File: src/rtl/deal_sequencer.sv
// deal_sequencer
//   Control FSM for the baccarat engine. Steps one state per slow_clock edge,
//   strobes the six card-load lines into the card datapath in deal order,
//   applies the tableau (naturals, player third-card rule, banker third-card
//   rule) to the datapath's score feedback, and latches the win lights.
//
// Ports
//   slow_clock        in   step clock, all state changes on posedge
//   resetb            in   synchronous active-low reset
//   pscore_out[3:0]   in   player hand score 0..9 from the datapath
//   dscore_out[3:0]   in   dealer hand score 0..9 from the datapath
//   pcard3_out[3:0]   in   player third card rank (0 none, 11..13 J/Q/K)
//   load_pcard1..3    out  load dealt card into player slot n on next posedge
//   load_dcard1..3    out  load dealt card into dealer slot n on next posedge
//   player_win_light  out  player won or tie
//   dealer_win_light  out  dealer won or tie
//   state_out[3:0]    out  current state encoding (debug)
//
// Load strobes have no handshake: a strobe is high for exactly one cycle and
// the datapath unconditionally captures on the posedge that ends that cycle.

module deal_sequencer #(
    parameter int NATURAL_MIN = 8,
    parameter int PLAYER_DRAW = 5,
    parameter int BANKER_DRAW = 5
) (
    input  logic       slow_clock,
    input  logic       resetb,
    input  logic [3:0] pscore_out,
    input  logic [3:0] dscore_out,
    input  logic [3:0] pcard3_out,
    output logic       load_pcard1,
    output logic       load_pcard2,
    output logic       load_pcard3,
    output logic       load_dcard1,
    output logic       load_dcard2,
    output logic       load_dcard3,
    output logic       player_win_light,
    output logic       dealer_win_light,
    output logic [3:0] state_out
);

    localparam logic [3:0] NAT_MIN  = 4'(NATURAL_MIN);
    localparam logic [3:0] P_DRAW   = 4'(PLAYER_DRAW);
    localparam logic [3:0] B_DRAW   = 4'(BANKER_DRAW);

    typedef enum logic [3:0] {
        S_P1   = 4'd0,
        S_D1   = 4'd1,
        S_P2   = 4'd2,
        S_D2   = 4'd3,
        S_EVAL = 4'd4,
        S_P3   = 4'd5,
        S_BANK = 4'd6,
        S_D3   = 4'd7,
        S_DONE = 4'd8
    } state_t;

    state_t state, next_state;

    // Set while the dealer's third card is being captured: on the edge that
    // enters S_DONE from S_D3 the datapath has not yet folded that card into
    // dscore_out, so the lights are latched one edge later from settled scores.
    logic lights_pending;

    logic [3:0] p3_value;
    logic       banker_draws;
    logic       natural;

    // Face cards and tens count zero.
    assign p3_value = (pcard3_out >= 4'd10) ? 4'd0 : pcard3_out;

    // Out-of-contract scores (>9) also satisfy >= NAT_MIN and end the deal.
    assign natural = (pscore_out >= NAT_MIN) || (dscore_out >= NAT_MIN);

    always_comb begin
        banker_draws = 1'b0;
        case (dscore_out)
            4'd0, 4'd1, 4'd2: banker_draws = 1'b1;
            4'd3:             banker_draws = (p3_value != 4'd8);
            4'd4:             banker_draws = (p3_value >= 4'd2) && (p3_value <= 4'd7);
            4'd5:             banker_draws = (p3_value >= 4'd4) && (p3_value <= 4'd7);
            4'd6:             banker_draws = (p3_value >= 4'd6) && (p3_value <= 4'd7);
            default:          banker_draws = 1'b0;
        endcase
    end

    always_ff @(posedge slow_clock) begin
        if (!resetb) begin
            state            <= S_P1;
            player_win_light <= 1'b0;
            dealer_win_light <= 1'b0;
            lights_pending   <= 1'b0;
        end else begin
            state <= next_state;
            if ((next_state == S_DONE) && ((state == S_EVAL) || (state == S_BANK))) begin
                player_win_light <= (pscore_out >= dscore_out);
                dealer_win_light <= (dscore_out >= pscore_out);
            end
            if (state == S_D3) begin
                lights_pending <= 1'b1;
            end
            if ((state == S_DONE) && lights_pending) begin
                player_win_light <= (pscore_out >= dscore_out);
                dealer_win_light <= (dscore_out >= pscore_out);
                lights_pending   <= 1'b0;
            end
        end
    end

    always_comb begin
        next_state  = state;
        load_pcard1 = 1'b0;
        load_pcard2 = 1'b0;
        load_pcard3 = 1'b0;
        load_dcard1 = 1'b0;
        load_dcard2 = 1'b0;
        load_dcard3 = 1'b0;
        case (state)
            S_P1: begin
                load_pcard1 = 1'b1;
                next_state  = S_D1;
            end
            S_D1: begin
                load_dcard1 = 1'b1;
                next_state  = S_P2;
            end
            S_P2: begin
                load_pcard2 = 1'b1;
                next_state  = S_D2;
            end
            S_D2: begin
                load_dcard2 = 1'b1;
                next_state  = S_EVAL;
            end
            S_EVAL: begin
                if (natural)                 next_state = S_DONE;
                else if (pscore_out <= P_DRAW) next_state = S_P3;
                else if (dscore_out <= B_DRAW) next_state = S_D3;
                else                         next_state = S_DONE;
            end
            S_P3: begin
                load_pcard3 = 1'b1;
                next_state  = S_BANK;
            end
            S_BANK: begin
                next_state = banker_draws ? S_D3 : S_DONE;
            end
            S_D3: begin
                load_dcard3 = 1'b1;
                next_state  = S_DONE;
            end
            S_DONE: begin
                next_state = S_DONE;
            end
            default: begin
                next_state = S_P1;
            end
        endcase
        // The datapath clears during reset; no card may be captured then.
        if (!resetb) begin
            load_pcard1 = 1'b0;
            load_pcard2 = 1'b0;
            load_pcard3 = 1'b0;
            load_dcard1 = 1'b0;
            load_dcard2 = 1'b0;
            load_dcard3 = 1'b0;
        end
    end

    assign state_out = state;

endmodule

File: config.mk
export PLATFORM = sky130hd
export DESIGN_NAME = deal_sequencer
export DESIGN_NICKNAME = d
export VERILOG_FILES = /design/src/rtl/deal_sequencer.sv
export SDC_FILE = /design/constraint.sdc
export NUM_CORES = 1
export LEC_CHECK = 0
export CORE_MARGIN = 1
export CORE_UTILIZATION = 37
export CTS_CLUSTER_DIAMETER = 30
export DETAILED_ROUTE_END_ITERATION = 8
export HOLD_SLACK_MARGIN = 0.03
export PLACE_DENSITY = 0.82
export SKIP_LAST_GASP = 1
export SLEW_MARGIN = 5
export SYNTH_ARGS = -nofsm -noshare
export SYNTH_HDL_FRONTEND = slang
export SYNTH_SLANG_ARGS = --single-unit
File: constraint.sdc
create_clock -name slow_clock -period 1.3 [get_ports slow_clock]
set_input_delay 0.26 -clock slow_clock [delete_from_list [all_inputs] [get_ports slow_clock]]
set_output_delay 0.26 -clock slow_clock [all_outputs]
set_load 0.01 [all_outputs]
# Yosys cells after proc, flatten, opt, wreduce, memory -nomap -nowiden

Cells that the tools add are included.

$lt $le $gt $ge: 11
Reductions and logical operators: 13
Divide/modulo/power cells: 0
$mul: 0
Bitwise operators: 1
$add $sub $neg: 0
Eq/ne operators: 16
Shift-type cells: 0
Muxes and demuxes: 23

Operators with widths:

| cell                                                 | count |
|---|---|
| case mux 4 bit (8 select lines)                      | 1 |
| == test 4 x 3 -> 1 bit (second input constant)       | 7 |
| two-way mux 4 bit                                    | 5 |
| == test 4 x 2 -> 1 bit (second input constant)       | 4 |
| two-way mux 1 bit                                    | 16 |
| >= comparator 4 bit (second input constant)          | 3 |
| <= comparator 4 x 3 -> 1 bit (second input constant) | 3 |
| == test 4 x 1 -> 1 bit (second input constant)       | 2 |
| == test 4 bit (second input constant)                | 2 |
| >= comparator 4 x 3 -> 1 bit (second input constant) | 2 |
| >= comparator 4 bit                                  | 2 |
| zero test 4 bit                                      | 2 |
| logical AND 1 bit                                    | 5 |
| case mux 1 bit (5 select lines)                      | 1 |
| >= comparator 4 x 2 -> 1 bit (second input constant) | 1 |
| inequality test 4 bit (second input constant)        | 1 |
| OR reduction 2 bit                                   | 2 |
| OR reduction 3 bit                                   | 1 |
| logical OR 1 bit                                     | 2 |
| nonzero test 2 bit                                   | 1 |
| inverter 1 bit                                       | 1 |

Bits in registers: 7
Logic and storage cells: 68
Latch bits: 0
Memories kept: 0
Bits in writable memories: 0
Bits in read-only memories: 0
Output and inout bits: 12

# Logic depth before layout (Yosys ltp)

Gate-level depths: netlist of run 1.

Depth in word-level cells: 11
Gate-level depth with buffers: 7

# Worst setup path before layout of run 1

OpenSTA, ideal clock, no wires.

Path type: input -> register
Start point: input dscore_out[0]
End point: register dealer_win_light
Setup slack: -0.093 ns
Arrival: 1.268 ns
Buffers on the path: 0
Stages on the path: 7
Cell sequence: inv_1 -> ha_1 -> nand2b_1 -> a21o_1 -> a211o_1 -> o211ai_1 -> mux2i_1

Longest elaborated chain between the ends: 8
Elaborated cells between the ends (all ways): 23

Ends and longest elaborated chain:

| item                                                                        | line     | source |
|---|---|---|
| start, declared                                                             | 30       | `input logic [3:0] dscore_out,` |
| <= comparator 4 x 3 -> 1 bit (tied with other cells)                        | 139      | `else if (dscore_out <= B_DRAW) next_state = S_D3;` |
| two-way mux 4 bit / OR reduction 3 bit (equally long branches)              | 139, 78  |  |
| two-way mux 4 bit / case mux 1 bit (5 select lines) (equally long branches) | 138, 78  |  |
| two-way mux 4 bit (on tied branches)                                        | 137, 147 |  |
| case mux 4 bit (8 select lines)                                             | 119      | `case (state)` |
| == test 4 bit                                                               | 96       | `if ((next_state == S_DONE) && ((state == S_EVAL) \|\| (state == S_BANK))) begin` |
| logical AND 1 bit                                                           | 96       |  |
| nonzero test 2 bit (no source line)                                         | n/a      |  |
| end signal, assigned                                                        | 98       | `dealer_win_light <= (dscore_out >= pscore_out);` |
| end signal, assigned                                                        | 105      | `dealer_win_light <= (dscore_out >= pscore_out);` |
| end, declared                                                               | 39       | `output logic dealer_win_light,` |

Several ways; a longest one is shown, not always the timed one. The select of a mux whose other input is x is not followed.
A chain may end at the register's enable or synchronous reset.

# Worst setup path in the final report of run 1

Start point: register state[3], in the netlist state_out[3]
End point: output load_dcard1

Longest elaborated chain between the ends: 3

Ends and longest elaborated chain:

| item                   | line | source |
|---|---|---|
| start, declared        | 59   | `state_t state, next_state;` |
| start signal, assigned | 95   | `state <= next_state;` |
| == test 4 x 1 -> 1 bit | 119  |  |
| two-way mux 1 bit      | 119  |  |
| two-way mux 1 bit      | 161  | `if (!resetb) begin` |
| end, declared          | 35   | `output logic load_dcard1,` |

Every way passes these cells.

==> results of run 1 <==
stage by stage:
stage          worst slack (ps)  cells  power (uW)  utilization
2_1_floorplan             -15.1     79         634            -
3_3_place_gp               -576    137         981        0.691
3_5_place_dp               -623    137        1010        0.691
4_1_cts                    -166    144        1270        0.747
5_1_grt                    -243    150        1590        0.837
6_report                   -160    150        1510        0.837
state kept, by name, indices dropped and copies added, names as in the netlist:
register	cells
state_out	4
player_win_light	1
lights_pending	1
dealer_win_light	1
cells in the final DEF, fill, tap and decap left out, types with 3 or more instances in the layout:
| master | n |
|---|---|
| nor2_1 | 3 |
| nor4_2 | 3 |
| nand4_1 | 3 |
| dfxtp_1 | 4 |
| a21oi_1 | 4 |
| buf_6 | 4 |
| a211oi_2 | 3 |
| ha_4 | 4 |
| inv_1 | 4 |
| nand2_1 | 4 |
| dlygate4sd2_1 | 11 |
| inv_2 | 5 |
| clkbuf_4 | 3 |
| buf_4 | 25 |
| a21o_1 | 3 |
| buf_2 | 6 |
| clkbuf_2 | 3 |
logic make-up after synthesis:
| kind of cell | share of synthesized area |
|---|---|
| flops | 0.229 |
| compound gates | 0.298 |
| mux | 0.0327 |
| fa+ha+maj | 0.0816 |
| buf+inv | 0.0735 |
| simple gates | 0.286 |
layout make-up:
cell class	instances	area, um^2	share of cell area
Multi-Input combinational cell	60	616	0.482
Timing Repair Buffer	54	434	0.340
Sequential cell	7	146	0.115
Inverter	9	33.8	0.0265
Clock buffer	4	26.3	0.0206
Tap cell	16	20.0	0.0157
routing by layer:
layer / global-route usage / vias to the layer above
met1: 0.257 / 408
met2: 0.455 / 33
met4: 0.163 / 0
met5: 0 / -
met3: 0.0553 / 10
li1: - / 409
worst min-delay path, delay by kind of cell (launching register included):
| family | cells | cell delay, ps |
|---|---|---|
| multiplexers | 1 | 60 |
| AND/OR/NAND/NOR | 1 | 60 |
| flip-flops | 1 | 310 |
power groups by stage:
stage / registers (uW) / clock network (uW) / logic [uW]
floorplan: 312 / 0 / 322
global placement: 294 / 0 / 687
detailed placement: 296 / 0 / 711
CTS: 299 / 209 / 767
global route: 310 / 221 / 1060
finish: 304 / 210 / 999
path summary, 6_finish.rpt:
kind,startpoint,end
setup reg to reg,state_out[0],dealer_win_light
hold / removal,player_win_light,player_win_light
setup / recovery,state_out[3],load_dcard1
hold reg to reg,player_win_light,player_win_light
repair_timing:
action                                  in CTS  in global routing
pin swaps                                   12                 12
buffers inserted                             3                  6
gates resized for setup                     63                 34
endpoints found under the setup margin      18                 13
hold endpoints to repair                     0                  0
==> metrics.cfg, run 1 <==
[outcome]
outcome = finished, violations left
failed_checks = setup timing

[drt]
wl_um = 2380
remaining_drc_errors = 0
drtPass1Iterations = 4
via_per_inst = 5.73
top_layer = met4
routed-wl-met2_um = 1250
final_antenna_net_count = 0
vias = 860
met3_length_um = 93
wl_met1_um = 958
drt_iter0_drc = 26
wl_per_cell_um = 15.9

[setup_path]
crit_family = buffers and inverters
start_kind = flip-flop
cp_slowest_cell = dfxtp_2
critPathBufInv = 3
cp_cell_sequence = inv_2, buf_4, nand2_4, nor4_4, buf_2
crit_type = flip-flop to primary output
cpPeakStageDelay_ps = 330
crit_path_end_kind = primary output
cp.required_ps = 1040
arrival_ps = 1200
crit_cells = 5
cp_max_fo = 5
rrSetupSlack_ps = -130
ff2ff_path_depth = 5

[power_and_ir_drop]
swShare = 0.403
pwr-share-comb = 0.660
power.switching_uw = 609
p_leak_uw = 0.000592
pwr-share-clk = 0.139
seqPwrFrac = 0.201
intPower_uw = 904
p_per_area_mw_per_mm2 = 1190
irDropWorstVdd_uv = 535

[cells_and_area]
final_nets = 153
n_antenna_cell = 0
fillers = 90
syn_to_final_growth_pct = 108
drive_gt1_frac = 0.597
fin_area_mm2 = 0.00128

[sta]
rsz0062_at_grt = yes
finalSetupTns_ps = -988
whs_ps = 472
setup_viol = 9
skew_ps = 0.307
hold_violations = 0
worst_slew_margin_rel = 0.800
layout_setup_ws_ps = -160
fin_crit_sh = 1.12
fmax_mhz = 685
layout_min_cycle_time_ps = 1460
tightest_slew_ps = 299
maxSlewViolCount = 0

[yosys]
async_reset_ff_frac = 0
synth_nets = 97
syn_avg_cell_area_um2 = 7.76
synth_top_area_cell = dfxtp_1
synth.top_cells.by_area = dfxtp_1 (23%), ha_1 (8.2%), inv_1 (5.5%)
syn_area_um2 = 613
yosysWarnings = 0
synthCells = 79
seq_area_frac_synth = 0.229
yosys_register_bits = 7
yosysUniqueCellTypes = 30
synth_commonest_cells = inv_1 (9), dfxtp_1 (7), nand2_1 (7)
synth_edf_count = 0
synthFlopType = dfxtp_1
synth_top_area_frac = 0.229
yosysMostFrequentCell = inv_1

[clock_tree]
clock_latency_ps = 260
clk_path_buf_depth = 2
postCtsHoldBufs = 0
root_buffer = clkbuf_4
cts_buffers = 3
htree_levels = 1
clkTransAtPathRegs_ps = 60
cts.sinks = 7
cts_tree = yes

[worst_hold_path]
hold_path_depth = 2
hold_path.class = flip-flop to flip-flop

[placed_design]
io_buffers = 25
dp_hpwl_um = 1570
dpl_cell_area_mm2 = 0.00105
place_congestion = 0.796

[grt]
antenna_found_initial = 0
grt_pass1_wl_um = 3480
grt_pass1_vias = 843
grt_max_degree = 11
grtUsageTotal = 0.253
grt-ovfl-total = 0

[die]
ios = 26
core-area_mm2 = 0.00152
rows = 14
dieArea_mm2 = 0.00182
start_util = 0.402
die_w_um = 42.7
die_h_um = 42.7

[job]
maxCapViolCount = 0

Power figures use the tool's default switching activity.
==> run 2: changes to the inputs <==
==> constraint.sdc (replaced) <==
create_clock -name slow_clock -period 1.2 [get_ports slow_clock]
set_input_delay 0.24 -clock slow_clock [delete_from_list [all_inputs] [get_ports slow_clock]]
set_output_delay 0.24 -clock slow_clock [all_outputs]
set_load 0.01 [all_outputs]
==> run 2 against run 1 <==
  * The flow still finishes with violations (setup timing)
  * Non-clock buffer count unchanged
  * Count of clock-buffer cells in the layout unchanged
  * Critical path depth is the same
  * Sequential cell count stayed put
  * Design area up 3.9%
  * Cell count unchanged
  * Global-route usage grew 0.70 points
  * Sequential share of layout area about the same
  * Clock skew up 16 ps
  * Clock power rose by 5%
  * Critical path type is now flip-flop to flip-flop
  * Critical endpoint is now player_win_light
==> metrics.cfg, run 2 (synthesis gave the netlist of run 1 again) <==
[setup_path]
arrival_ps = 1540
ff2ff_path_depth = 5
rrSetupSlack_ps = -210
crit_type = flip-flop to flip-flop
r2r_end = player_win_light
r2r_start = state_out[0]
start_kind = flip-flop
crit_family = simple AND/OR/NAND/NOR gates
crit_path_end_kind = flip-flop
cp_slowest_cell = or3_4
cp_cell_sequence = buf_6, or3_4, nor3b_4, a41oi_2, mux2i_1
cpPeakStageDelay_ps = 400
cp_max_fo = 5
cp.required_ps = 1330
critPathBufInv = 1

[placed_design]
place_congestion = 0.792
dp_hpwl_um = 1460
place_inst = 136
io_buffers = 25
dp_slack_ps = -739

[grt]
antenna_found_initial = 0
grtUsageTotal = 0.260
grt_pass1_wl_um = 3550
grt_max_degree = 11
grt-ovfl-total = 0
grt_pass1_vias = 808

[drt]
remaining_drc_errors = 0
drt_iter0_drc = 14
wl_per_cell_um = 16.4
via_per_inst = 5.71
wl_um = 2470
vias = 857
final_antenna_net_count = 0
drtPass1Iterations = 5

[power_and_ir_drop]
p_per_area_mw_per_mm2 = 1290
irDropWorstVdd_uv = 1120
p_leak_uw = 0.000597
finalPower_uw = 1700

[cells_and_area]
n_antenna_cell = 0
mostFrequentLayoutCell = buf_4
fin_cells = 150
final_cell_mix = buf_4 (20), dlygate4sd2_1 (13), buf_6 (10)
fillers = 78
drive_gt1_frac = 0.619
final_nets = 153
syn_to_final_growth_pct = 116
largest_register_ffs = 4

[sta]
finalSetupTns_ps = -1940
maxSlewViolCount = 0
skew_ps = 16.0
layout_min_cycle_time_ps = 1410
rsz0062_at_grt = yes
tightest_slew_ps = 316
fin_crit_sh = 1.18
hold_violations = 0
setup_viol = 12
whs_ps = 467
layout_setup_ws_ps = -214
fmax_mhz = 707
worst_slew_margin_rel = 0.786

[clock_tree]
htree_levels = 1
cts_tree = yes
root_buffer = clkbuf_4
clk_path_buf_depth = 2
cts_buffers = 3
clkTransAtPathRegs_ps = 60
clock_latency_ps = 260
cts.sinks = 7

[worst_hold_path]
hold_end = player_win_light
min_from = player_win_light
hold_path_depth = 2
hold_path.class = flip-flop to flip-flop

[die]
dieArea_mm2 = 0.00182
ios = 26
rows = 14
die_w_um = 42.7
core-area_mm2 = 0.00152
die_h_um = 42.7
start_util = 0.402

[outcome]
failed_checks = setup timing
outcome = finished, violations left

[job]
maxCapViolCount = 0

## run 2: worst max path at each step
stage / endpoint / from / cells past startpoint / slack (ps)
floorplan: dealer_win_light / state_out[3] / 5 / -80
global placement: load_pcard1 / resetb / 4 / -690
detailed placement: load_pcard1 / resetb / 4 / -740
CTS: player_win_light / state_out[0] / 5 / -210
global route: lights_pending / state_out[3] / 7 / -260
finish: player_win_light / state_out[0] / 5 / -210
## run 2: metal layers
layer	GRT usage	part of all wire
met3	0.0936	0.051
met4	0.0438	0
met1	0.297	0.41
met5	0	0
met2	0.464	0.54
## run 2: final cells by class
| type | count | area, um^2 | area share |
|---|---|---|---|
| inverters | 9 | 38.8 | 0.0292 |
| well taps | 16 | 20.0 | 0.0151 |
| clock buffers | 4 | 26.3 | 0.0198 |
| multi-input cells | 60 | 643 | 0.485 |
| flip-flops and latches | 7 | 153 | 0.115 |
| repair buffers | 54 | 445 | 0.336 |
## run 2: per-stage QoR
stage	instance area (um^2)	utilization
after floorplan	669	-
after global placement	1070	0.702
after detailed placement	1070	0.702
after CTS	1250	0.822
after global routing	1330	0.870
final	1330	0.870
## run 2: report_power, final
part / internal (uW) / leakage (uW) / switching [uW] / total [uW]
sequential: 295 / 0.0000595 / 68.5 / 363
combinational: 582 / 0.000523 / 539 / 1120
clock: 127 / 0.0000150 / 93.8 / 221
total: 1000 / 0.000597 / 701 / 1700
## run 2: worst reg2reg max path, cell delays in order (launching register included)
cell and delay [ps]:
dfxtp_4 360, buf_6 120, or3_4 400, nor3b_4 180, a41oi_2 70, mux2i_1 150
## run 2: what timing repair did
| item | in CTS | in global routing |
|---|---|---|
| endpoints found under the setup margin | 19 | 13 |
| setup buffers | 8 | 2 |
| hold buffers | 0 | 0 |
| gates resized for setup | 94 | 16 |
| pin swaps | 21 | 11 |
| endpoints found under the hold margin | 0 | 0 |
==> run 3: changes to the inputs <==
--- a/config.mk
+++ b/config.mk
@@ -10,6 +10,7 @@
 export CTS_CLUSTER_DIAMETER = 30
 export DETAILED_ROUTE_END_ITERATION = 8
 export HOLD_SLACK_MARGIN = 0.03
+export MAX_ROUTING_LAYER = met4
 export PLACE_DENSITY = 0.82
 export SKIP_LAST_GASP = 1
 export SLEW_MARGIN = 5
==> run 3 against run 2 <==
  * The flow still finishes with violations (setup timing)
  * Fmax increased by 0.28%
  * Utilization unchanged
  * First-iteration DRC count unchanged
  * Critical endpoint unchanged
  * Largest power group unchanged
==> metrics.cfg, run 3 (synthesis gave the netlist of run 1 again) <==
[outcome]
outcome = finished, violations left
failed_checks = setup timing

[die]
die_w_um = 42.7
ios = 26
dieArea_mm2 = 0.00182
core-area_mm2 = 0.00152
rows = 14
die_h_um = 42.7
start_util = 0.402

[drt]
wl_per_cell_um = 16.6
wl_um = 2490
final_antenna_net_count = 0
remaining_drc_errors = 0
via_per_inst = 5.67
drt_iter0_drc = 14
drtPass1Iterations = 4
vias = 851

[cells_and_area]
seq_area_um2 = 153
fillers = 78
final_nets = 153
syn_to_final_growth_pct = 116
n_antenna_cell = 0
largest_register_ffs = 4
final_cell_mix = buf_4 (20), dlygate4sd2_1 (13), buf_6 (10)
fin_area_mm2 = 0.00133
multiInputGateArea_um2 = 643
drive_gt1_frac = 0.619
mostFrequentLayoutCell = buf_4

[power_and_ir_drop]
seqPwrFrac = 0.213
swShare = 0.410
intPower_uw = 1000
pwr-share-clk = 0.127
power.switching_uw = 696
finalPower_uw = 1700
pwr-share-comb = 0.659
p_leak_uw = 0.000597
p_per_area_mw_per_mm2 = 1280
irDropWorstVdd_uv = 1130

[sta]
fmax_mhz = 709
maxSlewViolCount = 0
rsz0062_at_grt = yes
fin_crit_sh = 1.18
layout_min_cycle_time_ps = 1410
tightest_slew_ps = 317
hold_violations = 0
setup_viol = 12
worst_slew_margin_rel = 0.786
finalSetupTns_ps = -1900
skew_ps = 10.4
layout_setup_ws_ps = -210
whs_ps = 467

[setup_path]
rrSetupSlack_ps = -210
r2r_start = state_out[0]
cp.required_ps = 1330
arrival_ps = 1540
start_kind = flip-flop
crit_path_start = state_out[0]
endpoint = player_win_light
cp_max_fo = 5
crit_type = flip-flop to flip-flop
r2r_end = player_win_light
crit_path_end_kind = flip-flop
ff2ff_path_depth = 5

[clock_tree]
clkTransAtPathRegs_ps = 60
cts.sinks = 7
clk_path_buf_depth = 2
postCtsHoldBufs = 0
cts_tree = yes
htree_levels = 1
root_buffer = clkbuf_4
clock_latency_ps = 260
cts_buffers = 3

[grt]
grt_max_degree = 11
antenna_found_initial = 0
grtUsageTotal = 0.267
grt_pass1_wl_um = 3560
grt-ovfl-total = 0
grt_pass1_vias = 808

[worst_hold_path]
hold_path.class = flip-flop to flip-flop

[job]
maxCapViolCount = 0

[placed_design]
io_buffers = 25
place_congestion = 0.803
dp_hpwl_um = 1460
dpl_cell_area_mm2 = 0.00107

## run 3: cell counts in the layout (fill, tap and decap cells not counted)
No cell type changed its count.
## run 3: how the worst min path moves through the flow
stage                           from          endpoint  slack [ps]  cells past startpoint
global route        player_win_light  player_win_light         490                      2
floorplan                     resetb      state_out[3]         390                      2
CTS                 player_win_light  player_win_light         470                      2
finish              player_win_light  player_win_light         470                      2
detailed placement  player_win_light  player_win_light         460                      2
global placement    dealer_win_light  dealer_win_light         450                      2
## run 3: layer usage
layer / global-route usage / routed length (um)
met1: 0.297 / 1010
met5: - / 0
met2: 0.464 / 1340
met4: 0.0438 / 10
met3: 0.0936 / 128
## run 3: final cells by class
cell class | instances | share of cell area
Tap cell | 16 | 0.0151
Sequential cell | 7 | 0.115
Timing Repair Buffer | 54 | 0.336
Clock buffer | 4 | 0.0198
Multi-Input combinational cell | 60 | 0.485
Inverter | 9 | 0.0292
## run 3: timing repair
action | CTS | global route
pin swaps | 21 | 11
cloned | 0 | 0
resized for setup | 94 | 16
setup endpoints to repair | 19 | 13
setup buffers | 8 | 2
## run 3: critical path, cell delays in order (launching register included)
cell,delay (ps)
dfxtp_4,360
buf_6,120
or3_4,400
nor3b_4,180
a41oi_2,70
mux2i_1,150
## run 3: power by group through the flow
stage / combinational (uW) / sequential [uW] / clock, uW
2_1_floorplan: 382 / 341 / 0
3_3_place_gp: 769 / 324 / 0
3_5_place_dp: 789 / 326 / 0
4_1_cts: 951 / 351 / 219
5_1_grt: 1180 / 370 / 239
6_report: 1120 / 363 / 216
## run 3: metrics by stage
| stage | util | setup WS [ps] | std cells |
|---|---|---|---|
| after floorplan | - | -81.4 | 79 |
| after global placement | 0.702 | -689 | 136 |
| after detailed placement | 0.702 | -739 | 136 |
| after CTS | 0.822 | -212 | 148 |
| after global routing | 0.870 | -257 | 150 |
| final | 0.870 | -210 | 150 |
